### src/rtl/if_id_queue_pkg.sv
// if_id_queue_pkg: shared CPU constants (NOP word, default queue depth) and pointer-width helper
package if_id_queue_pkg;
  localparam int IFQ_DEPTH = 4;
  localparam logic [31:0] IFQ_NOP = 32'h00000000;
  function automatic int ptr_w(input int d);
    return (d <= 2) ? 1 : $clog2(d);
  endfunction
endpackage

### src/rtl/if_id_queue_mem.sv
// ifq_mem: DEPTH x 64 storage, sync write (we/waddr/wdata), comb read (raddr/rdata), never cleared
module ifq_mem #(
  parameter int DEPTH = 4,
  parameter int AW = 2
) (
  input  logic          clk,
  input  logic          we,
  input  logic [AW-1:0] waddr,
  input  logic [63:0]   wdata,
  input  logic [AW-1:0] raddr,
  output logic [63:0]   rdata
);
  logic [63:0] mem [DEPTH];
  always_ff @(posedge clk)
    if (we) mem[waddr] <= wdata;
  assign rdata = mem[raddr];
endmodule

### src/rtl/if_id_queue.sv
// if_id_queue: IF/ID instruction FIFO; fetch side ins_i/pc4_i/in_valid/in_ready, decode side ins_o/pc4_o/out_valid/out_ready, flush, count
module if_id_queue
  import if_id_queue_pkg::*;
#(
  parameter int DEPTH = IFQ_DEPTH,
  parameter logic [31:0] NOP = IFQ_NOP
) (
  input  logic                   clk,
  input  logic                   rst,
  input  logic [31:0]            ins_i,
  input  logic [31:0]            pc4_i,
  input  logic                   in_valid,
  output logic                   in_ready,
  input  logic                   flush,
  output logic                   out_valid,
  input  logic                   out_ready,
  output logic [31:0]            ins_o,
  output logic [31:0]            pc4_o,
  output logic [ptr_w(DEPTH):0]  count
);
  localparam int AW = ptr_w(DEPTH);
  localparam logic [AW:0] FULL = (AW+1)'(DEPTH);
  logic [AW-1:0] wp, rp;
  logic [63:0] rdata;
  logic push, pop;
  assign in_ready = count != FULL;
  assign out_valid = count != '0;
  assign push = in_valid && in_ready && !flush;
  assign pop = out_valid && out_ready && !flush;
  always_ff @(posedge clk)
    if (rst || flush) begin
      wp <= '0;
      rp <= '0;
      count <= '0;
    end else begin
      if (push) wp <= wp + 1'b1;
      if (pop) rp <= rp + 1'b1;
      count <= count + (AW+1)'(push) - (AW+1)'(pop);
    end
  ifq_mem #(.DEPTH(DEPTH), .AW(AW)) u_mem (
    .clk(clk),
    .we(push),
    .waddr(wp),
    .wdata({ins_i, pc4_i}),
    .raddr(rp),
    .rdata(rdata)
  );
  assign ins_o = out_valid ? rdata[63:32] : NOP;
  assign pc4_o = out_valid ? rdata[31:0] : 32'h0;
endmodule
### config.mk
export PLATFORM = sky130hd
export DESIGN_NAME = if_id_queue
export DESIGN_NICKNAME = d
export VERILOG_FILES = /design/src/rtl/if_id_queue_pkg.sv /design/src/rtl/if_id_queue_mem.sv /design/src/rtl/if_id_queue.sv
export SDC_FILE = /design/constraint.sdc
export NUM_CORES = 1
export LEC_CHECK = 0
export BUFFER_PORTS_ARGS = -buffer_cell sky130_fd_sc_hd__buf_2
export CORE_MARGIN = 3
export CORE_UTILIZATION = 38
export DETAILED_ROUTE_END_ITERATION = 8
export GPL_TIMING_DRIVEN = 0
export PLACE_DENSITY = 0.66
export RECOVER_POWER = 25
export SYNTH_ARGS = -nofsm -noshare
export SYNTH_HDL_FRONTEND = slang
export SYNTH_SLANG_ARGS = --single-unit
### constraint.sdc
create_clock -name clk -period 3.8 [get_ports clk]
set_clock_uncertainty 0.2 [all_clocks]
set_input_delay 0.38 -clock clk [delete_from_list [all_inputs] [get_ports clk]]
set_output_delay 0.38 -clock clk [all_outputs]
set_load 0.005 [all_outputs]
# Yosys cells after proc, flatten, opt, wreduce, memory -nomap -nowiden
# Memory sizes are Yosys's and may differ from the RTL's. A register that Yosys moved wholly into a read port is not among the register bits.
# Cells that the tools add are included.
dict set report totals {
  inputBits 69
  ram_bits 256
  memories 1
  reg_bits 7
}
dict set report classes {
  mux 6
  addsub 4
  n_reduce_logical 7
  n_eq_ne 1
}
# name depth word_bits read_ports rd_ports_with_merged_regs write_ports line_no
set mem_list {}
lappend mem_list {u_mem.mem 4 64 1 1 1 if_id_queue_mem.sv:13} ;# logic [63:0] mem [DEPTH];
# operator count
set ops {}
lappend ops {{32-bit two-way mux} 2}
lappend ops {{2-bit by 1-bit adder with 2-bit output, second input constant} 2}
lappend ops {{1-bit logical AND} 4}
lappend ops {{2-bit two-way mux} 2}
lappend ops {{3-bit by 1-bit adder with 3-bit output} 1}
lappend ops {{3-bit != test, second input constant} 1}
lappend ops {{3-bit nonzero test} 1}
lappend ops {{3-bit by 1-bit subtractor with 3-bit output} 1}
lappend ops {{1-bit two-way mux} 2}
lappend ops {{1-bit logical NOT} 1}
lappend ops {{1-bit logical OR} 1}

# Depth between registers and ports, before layout
# Gate-level depths: netlist of run 1.
dict set report logic_depth {
  ltp_word 5
  mapped_depth 11
}

# Cells and area by module
# From an unflattened synthesis of run 1, not the netlist that was laid out.
dict set report hier_totals {
  cells_unflattened 445
  area_unflattened_um2 10163.5
}
# mod area_each_um2 cells_per_inst instances
set modules_own_cells {}
lappend modules_own_cells {ifq_mem 9341.5 338 1}
lappend modules_own_cells {if_id_queue 822.0 107 1}

# Worst setup path before layout of run 1
# No wires, ideal clock.
dict set report synth_path {
  path_type {reg-to-reg}
  from {reg count[1]}
  to {mem u_mem.mem[0][0] (enable)}
  t_arrival_ns 2.393
  slack_ns 0.778
  stages_incl_launch_ff 4
  synth_period_minus_slack_ns 3.022
  setup_time_ns 0.429
  path_buffers 0
  cell_sequence {dfxtp_1 nor3b_1 nor3_1 and2_1}
}
dict set report synth_via {
  elab_chain_cells 5
}
# element line_no
set synth_rtl {}
lappend synth_rtl {{start, declared} if_id_queue.sv:19} ;# output logic [ptr_w(DEPTH):0] count
lappend synth_rtl {{start signal, assigned} if_id_queue.sv:38} ;# count <= count + (AW+1)'(push) - (AW+1)'(pop);
lappend synth_rtl {{3-bit != test} if_id_queue.sv:26} ;# assign in_ready = count != FULL;
lappend synth_rtl {{1-bit logical AND (2 in a row)} if_id_queue.sv:28} ;# assign push = in_valid && in_ready && !flush;
lappend synth_rtl {{1-bit two-way mux} if_id_queue_mem.sv:15} ;# if (we) mem[waddr] <= wdata;
lappend synth_rtl {{1-bit two-way mux (not written as such)} if_id_queue_mem.sv:15}
lappend synth_rtl {{end, declared} if_id_queue_mem.sv:13}
# No other way between the ends.

# Final worst setup path of run 1
dict set report layout_path {
  from {reg count[1]}
  to {reg count[1]}
}
dict set report layout_via {
  elab_chain_cells 5
}
# element line_no
set layout_rtl {}
lappend layout_rtl {{3-bit != test} if_id_queue.sv:26}
lappend layout_rtl {{1-bit logical AND (2 in a row)} if_id_queue.sv:28}
lappend layout_rtl {{3-bit by 1-bit adder with 3-bit output} if_id_queue.sv:38}
lappend layout_rtl {{3-bit by 1-bit subtractor with 3-bit output *} if_id_queue.sv:38}
# Every way passes the cells marked *; elsewhere a longest branch is shown, timed or not.
# A chain may end at the register's enable or synchronous reset.

==> results of run 1 <==
[cells in the final DEF, fill, tap and decap left out]
master,instances
sky130_fd_sc_hd__nor2_1,2
sky130_fd_sc_hd__buf_12,10
sky130_fd_sc_hd__fa_1,1
sky130_fd_sc_hd__ha_1,6
sky130_fd_sc_hd__a21boi_0,2
sky130_fd_sc_hd__xor2_1,2
sky130_fd_sc_hd__and2_4,4
sky130_fd_sc_hd__o31ai_1,1
sky130_fd_sc_hd__nor3_1,5
sky130_fd_sc_hd__clkinv_1,6
sky130_fd_sc_hd__inv_1,7
sky130_fd_sc_hd__nor3b_1,1
sky130_fd_sc_hd__o21ai_0,2
sky130_fd_sc_hd__dfxtp_1,9
sky130_fd_sc_hd__clkbuf_2,1
sky130_fd_sc_hd__clkinv_2,6
sky130_fd_sc_hd__inv_6,2
sky130_fd_sc_hd__and2_1,66
sky130_fd_sc_hd__nand3_1,2
sky130_fd_sc_hd__xnor2_1,2
sky130_fd_sc_hd__o311ai_0,1
sky130_fd_sc_hd__or3_1,1
sky130_fd_sc_hd__buf_2,104
sky130_fd_sc_hd__edfxtp_1,256
sky130_fd_sc_hd__dlygate4sd3_1,68
sky130_fd_sc_hd__mux4_2,60
sky130_fd_sc_hd__bufinv_16,5
sky130_fd_sc_hd__buf_6,1
sky130_fd_sc_hd__mux4_1,4
sky130_fd_sc_hd__clkbuf_1,49
sky130_fd_sc_hd__clkbuf_16,27
[registers in the layout, summed over array words and instances (netlist names), named ones only]
register / cells
u_mem.mem: 256
count: 3
wp: 2
rp: 2
[worst min-delay path, delay by kind of cell]
kind / cells / cell delay [ps]
AOI/OAI and AO/OA: 1 / 110
buffers and inverters: 1 / 110
xor gates and xnor gates: 1 / 100
and+or+nand+nor: 1 / 130
[final cells by class]
| type | count | area [um2] |
|---|---|---|
| multi-input combinational | 162 | 2130 |
| sequential | 265 | 7870 |
| fill | 2169 | 13300 |
| clock inverter | 19 | 220 |
| inverter | 7 | 26.3 |
| tap | 335 | 419 |
| buffer | 21 | 193 |
| timing repair buffer | 209 | 1400 |
| clock buffer | 30 | 687 |
[repair_timing]
item                                    in CTS  in global routing
hold endpoints to repair                   263                  0
gates resized for setup                      0                  0
endpoints found under the setup margin       0                  0
hold buffers                                68                  0
[kinds of logic (layout without fill, tap and decap cells)]
group | after synthesis | after routing | share of synthesized area
simple gates | 81 | 81 | 0.0484
flops | 265 | 265 | 0.771
fa+ha+maj | 7 | 7 | 0.00931
xor+xnor | 4 | 4 | 0.00343
buf+inv | 28 | 286 | 0.0214
compound gates | 6 | 6 | 0.00404
mux | 64 | 64 | 0.143
[path summary, 6_finish.rpt]
| path | startpoint | cells after the start | to | slack [ps] |
|---|---|---|---|---|
| worst max-delay path | count[1] | 10 | count[1] | 650 |
| worst min-delay path | out_ready | 4 | rp[0] | 150 |
| worst max register to register | count[1] | 10 | count[1] | 650 |
| worst min register to register | wp[0] | 2 | wp[0] | 340 |
[metrics by stage]
step	total power, uW	setup WS (ps)	hold slack [ps]	std cells
finish	6240	647	154	1048
CTS	6330	574	111	1048
global route	6450	399	191	1048
detailed placement	3580	935	330	931
global placement	3570	-432	303	927
floorplan	3440	778	251	455
[metal layers]
metal  GRT usage  up-vias  routed length (um)
li1            -     2327                   -
met1       0.173     2643                8260
met2       0.242      131               10200
met3      0.0251       26                 901
met4      0.0328        0                 308
met5           0        -                   0
[power by group through the flow]
| stage | clock network (uW) | registers (uW) | logic (uW) |
|---|---|---|---|
| 6_report | 2680 | 3270 | 296 |
| 5_1_grt | 2860 | 3270 | 327 |
| 4_1_cts | 2750 | 3270 | 309 |
| 3_5_place_dp | 0 | 3330 | 252 |
| 3_3_place_gp | 0 | 3330 | 236 |
| 2_1_floorplan | 0 | 3330 | 116 |
==> impl_metrics.prom, run 1 <==
# TYPE chip_impl_metric gauge
chip_impl_info{name="outcome",value="finished clean"} 1
chip_impl_metric{name="clock_tree.buffer_depth",unit=""} 3
chip_impl_metric{name="post-route-drc-count",unit=""} 0
chip_impl_metric{name="num-nets-final",unit=""} 769
chip_impl_metric{name="critical_path_arrival",unit="ps"} 3420
chip_impl_metric{name="finalCoreUtilization",unit=""} 0.494
chip_impl_metric{name="num_rows",unit=""} 59
chip_impl_metric{name="netlist_area",unit="mm2"} 0.0102
chip_impl_metric{name="vias_per_cell",unit=""} 4.89
chip_impl_metric{name="grtUsageTotal",unit=""} 0.136
chip_impl_metric{name="synth.yosys.warnings",unit=""} 0
chip_impl_metric{name="finalSetupViolations",unit=""} 0
chip_impl_info{name="critical_path.top_delay_family",value="adder cells"} 1
chip_impl_metric{name="slew_viol_final",unit=""} 0
chip_impl_metric{name="cts.sink_count",unit=""} 265
chip_impl_metric{name="comb_power_share",unit=""} 0.047
chip_impl_metric{name="fp.dieW",unit="um"} 170
chip_impl_metric{name="die_height",unit="um"} 170
chip_impl_info{name="startpoint_type",value="register"} 1
chip_impl_info{name="ys_top_cells_by_area",value="sky130_fd_sc_hd__edfxtp_1 75%, sky130_fd_sc_hd__mux4_2 13%, sky130_fd_sc_hd__and2_1 4.3%"} 1
chip_impl_metric{name="synth.yosys.seq_area_share",unit=""} 0.771
chip_impl_metric{name="cts_inserted_buffers",unit=""} 27
chip_impl_info{name="critPathKind",value="register to register"} 1
chip_impl_metric{name="gr-total-overflow",unit=""} 0
chip_impl_info{name="netlist.top_cell.by_area",value="sky130_fd_sc_hd__edfxtp_1"} 1
chip_impl_metric{name="synth_enable_flop_cells",unit=""} 256
chip_impl_metric{name="syn_inst",unit=""} 455
chip_impl_metric{name="grt_pass1_wl",unit="um"} 30600
chip_impl_metric{name="synth_top_cell_area_share",unit=""} 0.753
chip_impl_metric{name="slowest_delay",unit="ps"} 560
chip_impl_metric{name="detailedRoute.firstIterationViolations",unit=""} 283
chip_impl_metric{name="flow.area_growth_from_synthesis",unit="%"} 26.8
chip_impl_metric{name="max-vdd-ir-drop",unit="mV"} 0.223
chip_impl_metric{name="clock_insertion_delay_worst_skew",unit="ps"} 530
chip_impl_metric{name="min_period_over_period",unit=""} 0.830
chip_impl_metric{name="htreeDepth",unit=""} 1
chip_impl_info{name="timing.critical_path.cells",value="nor3b_1 -> nor3_1 -> inv_1 -> ha_1 -> inv_1 -> ha_1 -> inv_1 -> fa_1 -> nor3_1 -> dlygate4sd3_1"} 1
chip_impl_metric{name="worst_pin_slew",unit="ps"} 639
chip_impl_info{name="ys_dominant_reg_cell",value="sky130_fd_sc_hd__edfxtp_1"} 1
chip_impl_metric{name="postPlaceCellArea",unit="mm2"} 0.0114
chip_impl_metric{name="boundaryPins",unit=""} 138
chip_impl_info{name="worstSetupEndpointType",value="register"} 1
chip_impl_info{name="count_leader_synth",value="sky130_fd_sc_hd__edfxtp_1"} 1
chip_impl_metric{name="fin_crit",unit="ps"} 3150
chip_impl_metric{name="drt.antenna.violating_nets",unit=""} 0
chip_impl_metric{name="maxSlewHeadroom",unit=""} 0.574
chip_impl_info{name="timing.hold.worst.class",value="input port to register"} 1
chip_impl_metric{name="clockPowerShare",unit=""} 0.429
chip_impl_metric{name="grt_max_degree",unit=""} 34
chip_impl_metric{name="cts_setup_buffers",unit=""} 0
chip_impl_metric{name="syn_area_per_cell",unit="um2"} 22.4
chip_impl_metric{name="total_leakage_power",unit="uW"} 0.00446
chip_impl_metric{name="post-dp-hpwl",unit="um"} 12200
chip_impl_metric{name="final_cell_area",unit="mm2"} 0.0129
chip_impl_metric{name="max_freq",unit="GHz"} 0.317
chip_impl_metric{name="worstPathBufferInverterCount",unit=""} 4
chip_impl_metric{name="synth.lib_cells_used.distinct",unit=""} 24
chip_impl_metric{name="sw_frac_of_total",unit=""} 0.191
chip_impl_metric{name="postSynth.asyncResetShare",unit=""} 0
chip_impl_metric{name="die_area",unit="mm2"} 0.0289
chip_impl_metric{name="vias",unit=""} 5127
chip_impl_metric{name="dr.pass1.iters",unit=""} 4
chip_impl_metric{name="cp.required",unit="ps"} 4070
chip_impl_metric{name="detail_route.wirelength",unit="um"} 19700
chip_impl_metric{name="avgRoutedWirePerCell",unit="um"} 18.8
chip_impl_info{name="ys_top_cells_by_count",value="256 x sky130_fd_sc_hd__edfxtp_1, 70 x sky130_fd_sc_hd__and2_1, 60 x sky130_fd_sc_hd__mux4_2, 9 x sky130_fd_sc_hd__dfxtp_1"} 1
chip_impl_metric{name="antenna_found_initial",unit=""} 0
chip_impl_metric{name="maxCapViolations",unit=""} 0
chip_impl_metric{name="synth_seq_cells",unit=""} 265
chip_impl_metric{name="clk_pin_slew",unit="ps"} 60
chip_impl_metric{name="antenna_cells_inserted",unit=""} 0
chip_impl_metric{name="port-buffer-count",unit=""} 137
chip_impl_metric{name="totalNegativeSetupSlack",unit="ps"} 0
chip_impl_metric{name="synth.net_count",unit=""} 531
chip_impl_metric{name="power_frac_seq",unit=""} 0.523
chip_impl_metric{name="post_route_cells_drive_above_1_share",unit=""} 0.309
chip_impl_metric{name="fp.coreArea",unit="mm2"} 0.0262
chip_impl_metric{name="p_int",unit="uW"} 5050
chip_impl_metric{name="place_congestion",unit=""} 0.698
chip_impl_info{name="ctsRootBufferMaster",value="sky130_fd_sc_hd__clkbuf_16"} 1
chip_impl_info{name="rsz0062_at_grt",value="false"} 1
chip_impl_metric{name="hold_viol_final",unit=""} 0
chip_impl_metric{name="critical_path_peak_fanout",unit=""} 7
chip_impl_metric{name="via_count_of_the_first_global_routing_pass",unit=""} 5641
chip_impl_metric{name="net-switching-power",unit="uW"} 1200
chip_impl_info{name="cpMaxStageDelayCell",value="sky130_fd_sc_hd__dlygate4sd3_1"} 1
chip_impl_info{name="critPathMostFrequentCell",value="sky130_fd_sc_hd__inv_1"} 1
chip_impl_info{name="cts_tree",value="done"} 1
chip_impl_metric{name="power-per-cell-area",unit="mW/mm2"} 482
chip_impl_metric{name="floorplan.initialDensity",unit=""} 0.390
Power figures use the tool's default switching activity.
==> run 2, diff against run 1 <==
Settings changed: ABC_AREA set to 1, PLACE_DENSITY 0.66 to 0.68.
Clock period 3.8 ns to 2.8 ns, I/O delays scaled along.
==> run 2 against run 1 <==
Compared with the run above:
- register-to-register slack worse by 250 ps
- hold slack worse by 53 ps
- critical path depth down 4
- worst setup slack worse by 480 ps
- core utilization up 0.45 points
- power up 32%
- sequential power up 36%
- critical path type is now register to primary output
- critical endpoint is now pc4_o[10]
==> impl_metrics.prom, run 2 <==
# TYPE chip_impl_metric gauge
chip_impl_info{name="outcome",value="finished clean"} 1
chip_impl_metric{name="place_congestion",unit=""} 0.745
chip_impl_metric{name="via_count_of_the_first_global_routing_pass",unit=""} 7247
chip_impl_metric{name="r2r_setup_slack",unit="ps"} 400
chip_impl_metric{name="die_area",unit="mm2"} 0.0294
chip_impl_info{name="max_flop_register",value="u_mem.mem"} 1
chip_impl_metric{name="p_total",unit="uW"} 8230
chip_impl_metric{name="slowest_delay",unit="ps"} 420
chip_impl_metric{name="clock_insertion_delay_worst_skew",unit="ps"} 540
chip_impl_metric{name="worst_pin_slew",unit="ps"} 776
chip_impl_info{name="ys_top_cells_by_count",value="269 x sky130_fd_sc_hd__nor2_1, 256 x sky130_fd_sc_hd__edfxtp_1, 119 x sky130_fd_sc_hd__o21ai_0, 68 x sky130_fd_sc_hd__a21oi_1"} 1
chip_impl_metric{name="drt.antenna.violating_nets",unit=""} 0
chip_impl_metric{name="avgRoutedWirePerCell",unit="um"} 17.8
chip_impl_metric{name="port-buffer-count",unit=""} 137
chip_impl_metric{name="critical_path_peak_fanout",unit=""} 10
chip_impl_metric{name="antenna_found_initial",unit=""} 0
chip_impl_metric{name="min_period_over_period",unit=""} 0.942
chip_impl_info{name="count_leader_synth",value="sky130_fd_sc_hd__nor2_1"} 1
chip_impl_info{name="crit_path_end",value="pc4_o[10]"} 1
chip_impl_metric{name="comb_power_share",unit=""} 0.055
chip_impl_metric{name="grt_pass1_wl",unit="um"} 38900
chip_impl_metric{name="synth.yosys.seq_area_share",unit=""} 0.757
chip_impl_metric{name="power-per-cell-area",unit="mW/mm2"} 623
chip_impl_info{name="critical_path.top_delay_family",value="buffers and inverters"} 1
chip_impl_metric{name="p_int",unit="uW"} 6500
chip_impl_metric{name="synth_enable_flop_cells",unit=""} 256
chip_impl_metric{name="dr.pass1.iters",unit=""} 5
chip_impl_info{name="timing.critical_path.cells",value="inv_2 -> buf_4 -> clkbuf_1 -> o21ai_0 -> a21oi_1 -> buf_2"} 1
chip_impl_metric{name="routed-wl-met2",unit="um"} 12500
chip_impl_metric{name="post_route_cells_drive_above_1_share",unit=""} 0.165
chip_impl_metric{name="synth.net_count",unit=""} 897
chip_impl_info{name="rsz0062_at_grt",value="false"} 1
chip_impl_info{name="cts_tree",value="done"} 1
chip_impl_metric{name="cts_inserted_buffers",unit=""} 28
chip_impl_metric{name="vias_per_cell",unit=""} 5.00
chip_impl_info{name="critPathKind",value="register to primary output"} 1
chip_impl_info{name="capture_instance_of_the_worst_register_to_register_path",value="u_mem.mem[2][1]"} 1
chip_impl_info{name="cpMaxStageDelayCell",value="sky130_fd_sc_hd__clkbuf_1"} 1
chip_impl_metric{name="gr-total-overflow",unit=""} 0
chip_impl_metric{name="syn_area_per_cell",unit="um2"} 12.7
chip_impl_metric{name="antenna_cells_inserted",unit=""} 0
chip_impl_metric{name="timing.critical_path.depth",unit=""} 6
chip_impl_metric{name="netlist_area",unit="mm2"} 0.0104
chip_impl_info{name="worstSetupEndpointType",value="primary output"} 1
chip_impl_metric{name="place_inst",unit=""} 1301
chip_impl_metric{name="postSynth.asyncResetShare",unit=""} 0
chip_impl_metric{name="grt_max_degree",unit=""} 31
chip_impl_metric{name="reg2regPathDepth",unit=""} 6
chip_impl_metric{name="detail_route.wirelength",unit="um"} 25300
chip_impl_metric{name="final_cell_area",unit="mm2"} 0.0132
chip_impl_metric{name="net-switching-power",unit="uW"} 1720
chip_impl_metric{name="num-nets-final",unit=""} 1146
chip_impl_info{name="ys_top_cells_by_area",value="sky130_fd_sc_hd__edfxtp_1 74%, sky130_fd_sc_hd__nor2_1 9.7%, sky130_fd_sc_hd__o21ai_0 5.7%"} 1
chip_impl_info{name="largest_registers",value="u_mem.mem: 256 flops, count: 3 flops"} 1
chip_impl_metric{name="total_leakage_power",unit="uW"} 0.00479
chip_impl_metric{name="cp.required",unit="ps"} 2320
chip_impl_metric{name="largest_reg_flops",unit=""} 256
chip_impl_metric{name="finalSetupViolations",unit=""} 0
chip_impl_metric{name="boundaryPins",unit=""} 138
chip_impl_metric{name="max-vdd-ir-drop",unit="mV"} 0.439
chip_impl_info{name="ctsRootBufferMaster",value="sky130_fd_sc_hd__clkbuf_16"} 1
chip_impl_metric{name="detailroute.wirelength.met3",unit="um"} 1540
chip_impl_metric{name="grtUsageTotal",unit=""} 0.170
chip_impl_metric{name="post-dp-hpwl",unit="um"} 15200
chip_impl_metric{name="clk_pin_slew",unit="ps"} 60
chip_impl_metric{name="synth_top_cell_area_share",unit=""} 0.739
chip_impl_metric{name="floorplan.initialDensity",unit=""} 0.392
chip_impl_metric{name="post-route-drc-count",unit=""} 0
chip_impl_metric{name="vias",unit=""} 7129
chip_impl_info{name="ys_dominant_reg_cell",value="sky130_fd_sc_hd__edfxtp_1"} 1
chip_impl_metric{name="synth.lib_cells_used.distinct",unit=""} 19
chip_impl_metric{name="power_frac_seq",unit=""} 0.540
chip_impl_info{name="mostFrequentLayoutCells",value="265 x sky130_fd_sc_hd__nor2_1, 256 x sky130_fd_sc_hd__edfxtp_1, 119 x sky130_fd_sc_hd__o21ai_0"} 1
chip_impl_info{name="netlist.top_cell.by_area",value="sky130_fd_sc_hd__edfxtp_1"} 1
chip_impl_metric{name="fillerInstances",unit=""} 2268
chip_impl_metric{name="critical_path_arrival",unit="ps"} 2160
chip_impl_info{name="r2r-start",value="count[1]"} 1
chip_impl_info{name="highest_layer",value="met4"} 1
chip_impl_metric{name="hold_viol_final",unit=""} 0
chip_impl_metric{name="fp.coreArea",unit="mm2"} 0.0265
chip_impl_metric{name="num_rows",unit=""} 59
chip_impl_metric{name="clock_tree.buffer_depth",unit=""} 3
chip_impl_metric{name="fin_cells",unit=""} 1425
chip_impl_metric{name="die_height",unit="um"} 171
chip_impl_metric{name="postPlaceCellArea",unit="mm2"} 0.0117
chip_impl_metric{name="slew_viol_final",unit=""} 0
chip_impl_metric{name="fp.dieW",unit="um"} 171
chip_impl_metric{name="max_freq",unit="GHz"} 0.379
chip_impl_metric{name="flow.area_growth_from_synthesis",unit="%"} 27.0
chip_impl_metric{name="wl_met1",unit="um"} 10700
chip_impl_metric{name="fin_crit",unit="ps"} 2640
chip_impl_metric{name="maxCapViolations",unit=""} 0
chip_impl_metric{name="syn_inst",unit=""} 821
chip_impl_info{name="timing.hold.worst.class",value="input port to register"} 1
chip_impl_metric{name="sw_frac_of_total",unit=""} 0.209
chip_impl_metric{name="cts.sink_count",unit=""} 265
chip_impl_metric{name="worstPathBufferInverterCount",unit=""} 4
chip_impl_metric{name="synth.yosys.warnings",unit=""} 0
chip_impl_metric{name="synth_seq_cells",unit=""} 265
chip_impl_info{name="startpoint_type",value="register"} 1
chip_impl_metric{name="maxSlewHeadroom",unit=""} 0.481
chip_impl_info{name="mostFrequentLayoutCell",value="sky130_fd_sc_hd__nor2_1"} 1
chip_impl_metric{name="htreeDepth",unit=""} 1
chip_impl_metric{name="clockPowerShare",unit=""} 0.405
chip_impl_metric{name="detailedRoute.firstIterationViolations",unit=""} 604
-- run 2: logic make-up after synthesis --
logic type | share of synthesized area
buffers and inverters | 0.0348
and+or+nand+nor | 0.105
adders and majority gates | 0.00915
DFF | 0.757
AOI/OAI and AO/OA | 0.0948
-- run 2: how the worst min path moves through the flow --
stage,from,to,slack [ps],depth (start not counted)
after global routing,flush,wp[1],140,5
after floorplan,pc4_i[0],u_mem.mem[0][0],180,0
after detailed placement,rp[0],rp[0],280,2
after global placement,rp[0],rp[0],270,2
after CTS,flush,count[1],170,5
final,flush,wp[1],100,5
-- run 2: power groups by stage --
stage	Sequential (uW)	Combinational [uW]	Clock (uW)
2_1_floorplan	4530	165	0
3_3_place_gp	4530	350	0
3_5_place_dp	4530	378	0
4_1_cts	4440	458	3410
5_1_grt	4450	502	3560
6_report	4440	451	3330
-- run 2: cell type report --
class,count,area (um2),area share
flip-flops and latches,265,7870,0.596
multi-input cells,491,2200,0.166
repair buffers,219,1540,0.116
clock buffers,38,759,0.0575
well taps,335,419,0.0317
plain buffers,47,295,0.0224
inverters,18,67.6,0.00512
clock inverters,12,61.3,0.00464
-- run 2: timing repair --
action                     CTS  global route
setup endpoints to repair    0            10
setup buffers                0             3
hold buffers                71             0
hold endpoints to repair   265             0
gates resized for setup      0             2
-- run 2: metal layers --
metal  vias to the layer above  GRT usage
li1                       3405          -
met1                      3424      0.221
met2                       254      0.295
met3                        46     0.0285
met4                         0     0.0504
met5                         -          0
-- run 2: worst register-to-register path, delay by kind of cell (launching register included) --
family / cells / cell delay, ps
AND/OR/NAND/NOR: 4 / 970
buffers and inverters: 2 / 490
flip-flops: 1 / 410
-- run 2: stage by stage --
stage               setup WS (ps)  setup TNS, ps  hold WS, ps   util
floorplan                    -375         -96090          179      -
global placement            -1750        -433990          270  0.434
detailed placement            194              0          284  0.441
CTS                          63.2              0          172  0.499
global route                 2.47              0          143  0.498
finish                        164              0          101  0.498
==> run 3, diff against run 2 <==
Settings changed: CELL_PAD_IN_SITES_DETAIL_PLACEMENT set to 1, CELL_PAD_IN_SITES_GLOBAL_PLACEMENT set to 1, PLACE_DENSITY 0.68 to 0.78, SLEW_MARGIN set to 20.
==> run 3 against run 2 <==
Compared with the run above:
- hold slack better by 200 ps
- worst setup slack improved by 3.9 ps
- via count is 2.7% higher
- register-to-register slack got worse by 90 ps
- critical path type unchanged
- largest cell class unchanged
- largest power group unchanged
==> impl_metrics.prom, run 3 (same netlist as run 2, synthesis figures left out) <==
# TYPE chip_impl_metric gauge
chip_impl_metric{name="worstPathBufferInverterCount",unit=""} 4
chip_impl_info{name="timing.critical_path.cells",value="inv_2 -> buf_4 -> clkbuf_1 -> o21ai_0 -> a21oi_1 -> buf_2"} 1
chip_impl_metric{name="postPlaceCellArea",unit="mm2"} 0.0118
chip_impl_metric{name="max_freq",unit="GHz"} 0.380
chip_impl_metric{name="cts_inserted_buffers",unit=""} 29
chip_impl_info{name="ctsRootBufferMaster",value="sky130_fd_sc_hd__clkbuf_16"} 1
chip_impl_metric{name="fin_crit",unit="ps"} 2630
chip_impl_metric{name="detailedRoute.firstIterationViolations",unit=""} 400
chip_impl_metric{name="vias",unit=""} 7320
chip_impl_info{name="largest_registers",value="u_mem.mem: 256 flops, count: 3 flops"} 1
chip_impl_info{name="critPathKind",value="register to primary output"} 1
chip_impl_metric{name="num-nets-final",unit=""} 1150
chip_impl_metric{name="slowest_delay",unit="ps"} 420
chip_impl_metric{name="final_cell_area",unit="mm2"} 0.0134
chip_impl_metric{name="post-dp-hpwl",unit="um"} 17900
chip_impl_metric{name="dr.pass1.iters",unit=""} 5
chip_impl_metric{name="clock_insertion_delay_worst_skew",unit="ps"} 530
chip_impl_info{name="max_flop_register",value="u_mem.mem"} 1
chip_impl_metric{name="post-route-drc-count",unit=""} 0
chip_impl_metric{name="max-vdd-ir-drop",unit="mV"} 0.546
chip_impl_metric{name="drt.antenna.violating_nets",unit=""} 0
chip_impl_metric{name="cts.sink_count",unit=""} 265
chip_impl_info{name="worstSetupEndpointType",value="primary output"} 1
chip_impl_info{name="rsz0062_at_grt",value="false"} 1
chip_impl_metric{name="clk_pin_slew",unit="ps"} 60
chip_impl_metric{name="critical_path_peak_fanout",unit=""} 10
chip_impl_metric{name="die_area",unit="mm2"} 0.0294
chip_impl_metric{name="clock_tree.buffer_depth",unit=""} 3
chip_impl_metric{name="port-buffer-count",unit=""} 137
chip_impl_metric{name="antenna_found_initial",unit=""} 2
chip_impl_metric{name="sequential_cell_area",unit="mm2"} 0.00787
chip_impl_info{name="mostFrequentLayoutCell",value="sky130_fd_sc_hd__nor2_1"} 1
chip_impl_metric{name="cp.required",unit="ps"} 2320
chip_impl_metric{name="floorplan.initialDensity",unit=""} 0.392
chip_impl_info{name="mostFrequentLayoutCells",value="265 x sky130_fd_sc_hd__nor2_1, 256 x sky130_fd_sc_hd__edfxtp_1, 119 x sky130_fd_sc_hd__o21ai_0"} 1
chip_impl_metric{name="maxCapViolations",unit=""} 0
chip_impl_metric{name="fp.dieW",unit="um"} 171
chip_impl_metric{name="flow.area_growth_from_synthesis",unit="%"} 29.3
chip_impl_metric{name="boundaryPins",unit=""} 138
chip_impl_metric{name="die_height",unit="um"} 171
chip_impl_metric{name="via_count_of_the_first_global_routing_pass",unit=""} 7997
chip_impl_metric{name="min_period_over_period",unit=""} 0.940
chip_impl_metric{name="htreeDepth",unit=""} 1
chip_impl_metric{name="post_route_cells_drive_above_1_share",unit=""} 0.172
chip_impl_metric{name="num_rows",unit=""} 59
chip_impl_metric{name="gr-total-overflow",unit=""} 0
chip_impl_metric{name="worst_pin_slew",unit="ps"} 639
chip_impl_metric{name="fillerInstances",unit=""} 2768
chip_impl_metric{name="grt_max_degree",unit=""} 23
chip_impl_metric{name="grtUsageTotal",unit=""} 0.193
chip_impl_metric{name="total_leakage_power",unit="uW"} 0.00491
chip_impl_metric{name="grt_pass1_wl",unit="um"} 43900
chip_impl_metric{name="totalNegativeSetupSlack",unit="ps"} 0
chip_impl_info{name="timing.hold.worst.class",value="register to register"} 1
chip_impl_metric{name="slew_viol_final",unit=""} 0
chip_impl_info{name="critical_path.top_delay_family",value="buffers and inverters"} 1
chip_impl_info{name="cts_tree",value="done"} 1
chip_impl_info{name="cpMaxStageDelayCell",value="sky130_fd_sc_hd__clkbuf_1"} 1
chip_impl_metric{name="vias_per_cell",unit=""} 5.11
chip_impl_metric{name="place_congestion",unit=""} 0.731
chip_impl_metric{name="hold_viol_final",unit=""} 0
chip_impl_metric{name="maxSlewHeadroom",unit=""} 0.573
chip_impl_metric{name="largest_reg_flops",unit=""} 256
chip_impl_metric{name="power-per-cell-area",unit="mW/mm2"} 644
chip_impl_metric{name="fp.coreArea",unit="mm2"} 0.0265
chip_impl_info{name="outcome",value="finished clean"} 1
chip_impl_metric{name="avgRoutedWirePerCell",unit="um"} 20.0
chip_impl_metric{name="detail_route.wirelength",unit="um"} 28600
chip_impl_metric{name="multi_input_area",unit="mm2"} 0.00220
chip_impl_metric{name="finalSetupViolations",unit=""} 0
chip_impl_metric{name="critical_path_arrival",unit="ps"} 2150
chip_impl_info{name="startpoint_type",value="register"} 1
## run 3: cell types whose count changed in the layout (fill, tap and decap cells not counted), moves of 3 or more
cell | previous run | this run
sky130_fd_sc_hd__clkinv_2 | 2 | 5
sky130_fd_sc_hd__buf_12 | 7 | 4
sky130_fd_sc_hd__clkinv_1 | 7 | 10
sky130_fd_sc_hd__buf_16 | 1 | 8
sky130_fd_sc_hd__clkbuf_1 | 62 | 56
sky130_fd_sc_hd__bufinv_16 | 0 | 4
## run 3: tightest hold or removal path, stage by stage, from the launching register on
cell                      delay [ps]
sky130_fd_sc_hd__dfxtp_1         310
sky130_fd_sc_hd__nand2_1          80
sky130_fd_sc_hd__a21oi_1          60
## run 3: cell type report
type | instances | area share
clock inverter | 20 | 0.0141
clock buffer | 33 | 0.0551
buffer | 46 | 0.0218
tap | 335 | 0.0312
multi-input combinational | 491 | 0.163
inverter | 18 | 0.00502
sequential | 265 | 0.585
antenna | 1 | 0.000186
timing repair buffer | 223 | 0.124
## run 3: per-stage QoR
step / setup slack, ps / util / total power, uW / hold slack [ps] / std cells
floorplan: -375 / - / 4700 / 179 / 821
global placement: -1830 / 0.434 / 4890 / 274 / 1293
detailed placement: 98.7 / 0.446 / 4930 / 294 / 1305
CTS: 12.8 / 0.509 / 8710 / 274 / 1430
global route: 8.79 / 0.507 / 8960 / 330 / 1432
finish: 168 / 0.507 / 8660 / 300 / 1432
## run 3: metal layers
layer | wire length (um) | vias up | part of all wire | track usage
met1 | 12000 | 3667 | 0.42 | 0.235
met2 | 14800 | 186 | 0.52 | 0.358
li1 | - | 3413 | - | -
met5 | 7 | - | 0.00024 | 0
met4 | 639 | 2 | 0.022 | 0.0525
met3 | 1200 | 52 | 0.042 | 0.0317
## run 3: worst paths after layout
| path | start | to | slack [ps] | cells past startpoint |
|---|---|---|---|---|
| setup reg to reg | count[1] | count[2] | 310 | 11 |
| setup / recovery | register | ins_o[22] | 170 | 6 |
| hold reg to reg | rp[0] | rp[0] | 300 | 2 |
| hold / removal | rp[0] | rp[0] | 300 | 2 |
## run 3: timing repair
action / 4_1_cts / 5_1_grt
buffers inserted: 0 / 3
hold buffers: 72 / 0
endpoints found under the setup margin: 0 / 18
hold endpoints to repair: 265 / 0
gates resized for setup: 0 / 4
## run 3: power breakdown
part	internal, uW	switching, uW	total (uW)
combinational	200	280	480
sequential	4430	19.9	4450
clock	2250	1480	3730
